--- src/rtl/adc_spi_sampler.sv ---
// adc_spi_sampler
//   Periodically reads one 16-bit sample from an external SPI ADC (mode 0,
//   MSB first) and presents it on data_o with a one-cycle data_av_sync strobe.
//   Owns chip-select / serial-clock generation and the sample-rate timer, and
//   flags conversion requests dropped because a conversion is still running.
//
// Parameters
//   CLK_DIV        SCLK half-period in clk_i cycles (>=1, >=3 with MISO sync)
//   SAMPLE_PERIOD  clk_i cycles between conversion requests (>=2)
//
// Ports
//   clk_i         in   single clock, rising edge
//   rst_i         in   synchronous, active-high reset
//   enable_i      in   runs the sample-rate timer
//   adc_miso_i    in   ADC serial data
//   adc_cs_n_o    out  ADC chip select, active-low
//   adc_sclk_o    out  ADC serial clock, idles low
//   data_o        out  last completed sample
//   data_av_sync  out  one-cycle strobe, data_o is new in the same cycle
//   busy_o        out  FSM not in IDLE
//   overrun_o     out  sticky dropped-request flag
//
// Build option
//   ADC_SPI_SAMPLER_MISO_SYNC_EN  routes adc_miso_i through a 2-flop
//   synchronizer; capture then happens 2 cycles after each SCLK rise.
//
// state     | meaning
// ----------+----------------------------------------------------
// IDLE      | waiting for a timer tick, CS high, SCLK low
// CS_SETUP  | CS low for CLK_DIV cycles before the first SCLK rise
// SHIFT     | 16 SCLK periods, one bit captured per period
// CS_HOLD   | CS still low, SCLK low, for CLK_DIV cycles
// DONE      | CS high, data_o loaded, strobe high for one cycle

module adc_spi_sampler #(
  parameter int CLK_DIV       = 4,
  parameter int SAMPLE_PERIOD = 200
) (
  input  logic        clk_i,
  input  logic        rst_i,
  input  logic        enable_i,
  input  logic        adc_miso_i,
  output logic        adc_cs_n_o,
  output logic        adc_sclk_o,
  output logic [15:0] data_o,
  output logic        data_av_sync,
  output logic        busy_o,
  output logic        overrun_o
);

  localparam int TMR_W = $clog2(SAMPLE_PERIOD);
  localparam int DIV_W = $clog2(CLK_DIV + 1);

  localparam logic [TMR_W-1:0] TMR_LAST = TMR_W'(SAMPLE_PERIOD - 1);
  localparam logic [DIV_W-1:0] DIV_LAST = DIV_W'(CLK_DIV - 1);

  localparam logic [2:0] ST_IDLE     = 3'd0;
  localparam logic [2:0] ST_CS_SETUP = 3'd1;
  localparam logic [2:0] ST_SHIFT    = 3'd2;
  localparam logic [2:0] ST_CS_HOLD  = 3'd3;
  localparam logic [2:0] ST_DONE     = 3'd4;

  logic [2:0]       state;
  logic [TMR_W-1:0] timer;
  logic             tick;
  logic [DIV_W-1:0] div_cnt;
  logic [3:0]       bit_cnt;
  logic [15:0]      shift_reg;
  logic             capture;
  logic             capture_bit;

  // Sample-rate timer: counts up while enabled, tick on the last count.
  always_ff @(posedge clk_i) begin
    if (rst_i || !enable_i) begin
      timer <= '0;
    end else if (timer == TMR_LAST) begin
      timer <= '0;
    end else begin
      timer <= timer + TMR_W'(1);
    end
  end

  assign tick = enable_i && (timer == TMR_LAST);

  // A tick outside IDLE is dropped; the running conversion is untouched.
  always_ff @(posedge clk_i) begin
    if (rst_i || !enable_i) begin
      overrun_o <= 1'b0;
    end else if (tick && (state != ST_IDLE)) begin
      overrun_o <= 1'b1;
    end
  end

`ifdef ADC_SPI_SAMPLER_MISO_SYNC_EN
  // div_cnt reloads to CLK_DIV-1 on the SCLK rise, so CLK_DIV-2 is seen two
  // edges later; the synchronized bit then holds the value present at the rise.
  localparam logic [DIV_W-1:0] DIV_CAP = DIV_W'(CLK_DIV - 2);

  logic [1:0] miso_sync;

  always_ff @(posedge clk_i) begin
    if (rst_i) begin
      miso_sync <= 2'b00;
    end else begin
      miso_sync <= {miso_sync[0], adc_miso_i};
    end
  end

  assign capture     = (state == ST_SHIFT) && adc_sclk_o && (div_cnt == DIV_CAP);
  assign capture_bit = miso_sync[1];
`else
  // Capture on the same edge that drives SCLK 0->1 (first rise leaves CS_SETUP).
  assign capture     = (div_cnt == '0) &&
                       ((state == ST_CS_SETUP) || ((state == ST_SHIFT) && !adc_sclk_o));
  assign capture_bit = adc_miso_i;
`endif

  always_ff @(posedge clk_i) begin
    if (rst_i) begin
      shift_reg <= '0;
    end else if (capture) begin
      shift_reg <= {shift_reg[14:0], capture_bit};
    end
  end

  always_ff @(posedge clk_i) begin
    if (rst_i) begin
      state        <= ST_IDLE;
      div_cnt      <= '0;
      bit_cnt      <= '0;
      adc_cs_n_o   <= 1'b1;
      adc_sclk_o   <= 1'b0;
      data_o       <= '0;
      data_av_sync <= 1'b0;
    end else begin
      data_av_sync <= 1'b0;
      case (state)
        ST_IDLE: begin
          if (tick) begin
            state      <= ST_CS_SETUP;
            adc_cs_n_o <= 1'b0;
            div_cnt    <= DIV_LAST;
            bit_cnt    <= '0;
          end
        end
        ST_CS_SETUP: begin
          if (div_cnt == '0) begin
            state      <= ST_SHIFT;
            adc_sclk_o <= 1'b1;
            div_cnt    <= DIV_LAST;
          end else begin
            div_cnt <= div_cnt - DIV_W'(1);
          end
        end
        ST_SHIFT: begin
          if (div_cnt == '0) begin
            div_cnt    <= DIV_LAST;
            adc_sclk_o <= ~adc_sclk_o;
            if (adc_sclk_o) begin
              bit_cnt <= bit_cnt + 4'd1;
              if (bit_cnt == 4'd15) begin
                state <= ST_CS_HOLD;
              end
            end
          end else begin
            div_cnt <= div_cnt - DIV_W'(1);
          end
        end
        ST_CS_HOLD: begin
          if (div_cnt == '0) begin
            state        <= ST_DONE;
            adc_cs_n_o   <= 1'b1;
            data_o       <= shift_reg;
            data_av_sync <= 1'b1;
          end else begin
            div_cnt <= div_cnt - DIV_W'(1);
          end
        end
        ST_DONE: begin
          state <= ST_IDLE;
        end
        default: begin
          state <= ST_IDLE;
        end
      endcase
    end
  end

  assign busy_o = (state != ST_IDLE);

endmodule

--- config.mk ---
export PLATFORM = sky130hd
export DESIGN_NAME = adc_spi_sampler
export DESIGN_NICKNAME = d
export VERILOG_FILES = /design/src/rtl/adc_spi_sampler.sv
export SDC_FILE = /design/constraint.sdc
export NUM_CORES = 1
export LEC_CHECK = 0
export CAP_MARGIN = 5
export CORE_MARGIN = 8
export CORE_UTILIZATION = 59
export CTS_CLUSTER_DIAMETER = 100
export CTS_CLUSTER_SIZE = 12
export DETAILED_ROUTE_END_ITERATION = 10
export GPL_ROUTABILITY_DRIVEN = 0
export PLACE_DENSITY = 0.81
export SLEW_MARGIN = 10
export SYNTH_ARGS = -nofsm -noshare
export SYNTH_HDL_FRONTEND = slang
export SYNTH_SLANG_ARGS = --single-unit
--- constraint.sdc ---
create_clock -name clk_i -period 3.2 [get_ports clk_i]
set_clock_uncertainty 0.05 [all_clocks]
set_input_delay 0.64 -clock clk_i [delete_from_list [all_inputs] [get_ports clk_i]]
set_output_delay 0.64 -clock clk_i [all_outputs]
set_load 0.02 [all_outputs]
==> out/qor.csv <==
stage,metric,value,unit
drt,drt_iter0_markers,117,
synth,synthCells,223,
setup_path,path_max_fanout,12,
grt,grt_use_met2,22.97,%
setup_path,worstRegToRegCells,4,
cells_and_area,multi_input_area,1099,um2
sta,worst_pin_slew,0.6671,ns
synth,synthTopCellsByArea,"dfxtp_1 48%, mux2i_1 14%, nor2_1 7.3%, ha_1 2.2%, a21oi_1 1.5%",
placement,dp_slack,1.049,ns
cts,clk_path_buf_depth,2,
drt,first_pass_iters,4,
cts,worstSkewPairLatency,0.30,ns
cts,cts_hold_buf,0,
sta,timing.fmax,402.2,MHz
drt,wl,3859,um
sta,setup_viol,0,
pwr,seq_power_share,61.9,%
grt,use_met1,15.88,%
cts,clock-sinks,54,
grt,grtUsageMet3,4.493,%
grt,grtUsageTotal,13.69,%
synth,synthFlopType,dfxtp_1,
cts,htree_levels,2,
cells_and_area,nets,254,
setup_path,crit_path_start,state[2]$_SDFFE_PP0P_,
run_status,status,"finished, final reports clean",
floorplan,dieArea,6085,um2
pwr,p_leak,1.069,nW
grt,antenna_found_initial,0,
synth,syn_nets,231,
setup_path,crit_type,flip-flop to primary output,
pwr,p_per_area,415.7,nW/um2
setup_path,r2r_setup_slack,1.35,ns
synth,syn_avg_cell_area,10.17,um2
worst_hold_path,holdCritPathClass,flip-flop to flip-flop,
grt,top_usage_layer,met2,
setup_path,cp.arrival,1.80,ns
floorplan,core_area,3689,um2
floorplan,die_width,78.01,um
drt,via_per_inst,5.451,
synth,synth.top_cell.area_share,47.66,%
cts,clk_pin_slew,0.10,ns
synth,synthesis.area,2268,um2
synth,ys_types,46,
sta,period_share,77.71,%
cts,ctsResizeCount,0,
grt,first_global_vias,1624,
setup_path,r2r-end,shift_reg[12]$_SDFFE_PP0P_,
setup_path,startpoint_type,flip-flop,
synth,synth.largest_area_cell,dfxtp_1,
synth,synth_edf_count,0,
cts,post_cts_buffers,0,
pwr,clkPwrFrac,36.1,%
pwr,max-vdd-ir-drop,0.2644,mV
cts,cts-root-buf,clkbuf_8,
pwr,switching_power,0.0002290,W
worst_hold_path,hold_depth,1,
floorplan,row_count,22,
pwr,pwr-share-comb,2.0,%
placement,hpwl,2674,um
grt,grt_pass1_wl,6962,um
cells_and_area,diodes,0,
placement,placed_area,2517,um2
synth,seq_area_frac_synth,47.66,%
setup_path,crit_end,busy_o,
cells_and_area,finalNonFillerCells,295,
drt,post_drt_wl_per_cell,13.08,um
synth,synth-seq-cells,54,
cells_and_area,seq_area,1081,um2
floorplan,start_util,61.50,%
cts,cts_buffers,5,
job,maxCapViolations,0,
drt,num_vias,1608,
sta,relSlewSlack,55.36,%
cells_and_area,fill_cells,306,
sta,fin_crit,2.487,ns
cells_and_area,drive_gt1_share,9.717,%
grt,grt_start_max_net_pins,26,
drt,drc_errors,0,
setup_path,reg2reg_from,state[1]$_SDFFE_PP0P_,
pwr,p_sw_share,21.04,%
grt,gr-total-overflow,0,
drt,ant_nets,0,
sta,worst_slack,0.7134,ns
floorplan,num_io_pins,25,
setup_path,cp_data_required_time,2.51,ns
pwr,intPower,0.0008592,W
placement,port_buffers,24,
cells_and_area,finalInstanceArea,2618,um2
floorplan,die_h,78.01,um
sta,finalHoldViolCount,0,
sta,tns,0,ns
sta,slew_viol_final,0,
setup_path,worstSetupEndpointType,primary output,
synth,async_reset_ff_share,0,%
cells_and_area,syn_to_final_growth,15.39,%
synth,ys_warn_count,0,
cts,cts_tree,built,
placement,dp_cells,287,
sta,rsz0062_at_grt,no,
## power groups by stage
stage          Sequential, W  Combinational [W]  Clock (W)
4_1_cts             0.000673          0.0000218   0.000406
3_5_place_dp        0.000689          0.0000217          0
6_report            0.000673          0.0000217   0.000393
3_3_place_gp        0.000689          0.0000215          0
5_1_grt             0.000674          0.0000242   0.000430
2_1_floorplan       0.000689          0.0000137          0
## layout make-up
cell class | count | area share [%]
Clock buffer | 6 | 3.155
Timing Repair Buffer | 27 | 10.04
Inverter | 4 | 0.5736
Tap cell | 48 | 2.294
Multi-Input combinational cell | 154 | 41.97
Sequential cell | 54 | 41.30
Clock inverter | 2 | 0.6692
## stage by stage
step,power (W),hold WS (ns),util (%)
6_report,0.001088,0.3917,70.96
5_1_grt,0.001128,0.4213,70.96
3_3_place_gp,0.0007105,0.3757,68.25
4_1_cts,0.001101,0.3979,70.96
2_1_floorplan,0.0007026,0.3630,-
3_5_place_dp,0.0007107,0.3855,68.25
## how the worst min path moves through the flow
stage / slack (ns) / end / startpoint
6_report: 0.39 / timer[0]$_SDFF_PP0_ / timer[0]$_SDFF_PP0_
5_1_grt: 0.42 / timer[0]$_SDFF_PP0_ / timer[0]$_SDFF_PP0_
4_1_cts: 0.40 / timer[0]$_SDFF_PP0_ / timer[0]$_SDFF_PP0_
3_5_place_dp: 0.39 / timer[0]$_SDFF_PP0_ / timer[0]$_SDFF_PP0_
3_3_place_gp: 0.38 / timer[0]$_SDFF_PP0_ / timer[0]$_SDFF_PP0_
2_1_floorplan: 0.36 / timer[0]$_SDFF_PP0_ / timer[0]$_SDFF_PP0_
## Yosys cell counts, types with 3 or more instances
| library cell | count |
|---|---|
| buf_6 | 3 |
| clkbuf_1 | 5 |
| inv_1 | 4 |
| ha_1 | 4 |
| nor2_1 | 44 |
| xor2_1 | 4 |
| a31oi_1 | 3 |
| nor3_1 | 4 |
| nand4_1 | 3 |
| nand3_1 | 7 |
| nand2_1 | 5 |
| xnor2_1 | 3 |
| a21oi_1 | 7 |
| dfxtp_1 | 54 |
| mux2i_1 | 32 |
## worst max-delay path, cell delays in order, from the launching register on
cell and delay [ns]:
dfxtp_1 0.65, or3_4 0.24, clkdlybuf4s50_1 0.60
## per-layer routing
metal	vias to the layer above	wire, um
met5	-	0
met4	0	48
met3	4	143
met2	22	1865
met1	762	1802
li1	820	-
## cell families after synthesis
group           count (synthesis)  share of synthesized area, %
mux                            32                         14.12
fa+ha+maj                       5                         2.648
buf+inv                        15                         4.191
flops                          54                         47.66
simple gates                   89                         22.06
xor+xnor                        7                         2.703
compound gates                 21                         6.619
## cells in the final DEF (no fill, tap or decap), drive strengths merged, types with 3 or more instances in the layout
cell	Yosys	routed
clkbuf	5	6
mux2i	32	32
or3	3	3
a21oi	7	7
ha	4	4
xor2	4	4
dfxtp	54	54
nand3	8	8
nor2	44	44
xnor2	3	3
nand4	3	3
nand2	5	5
nor3b	3	3
a31oi	3	3
a21o	3	3
buf	6	3
clkdlybuf4s50	0	24
nor3	5	5
and3	3	3
inv	4	4
Power figures use the tool's default switching activity.
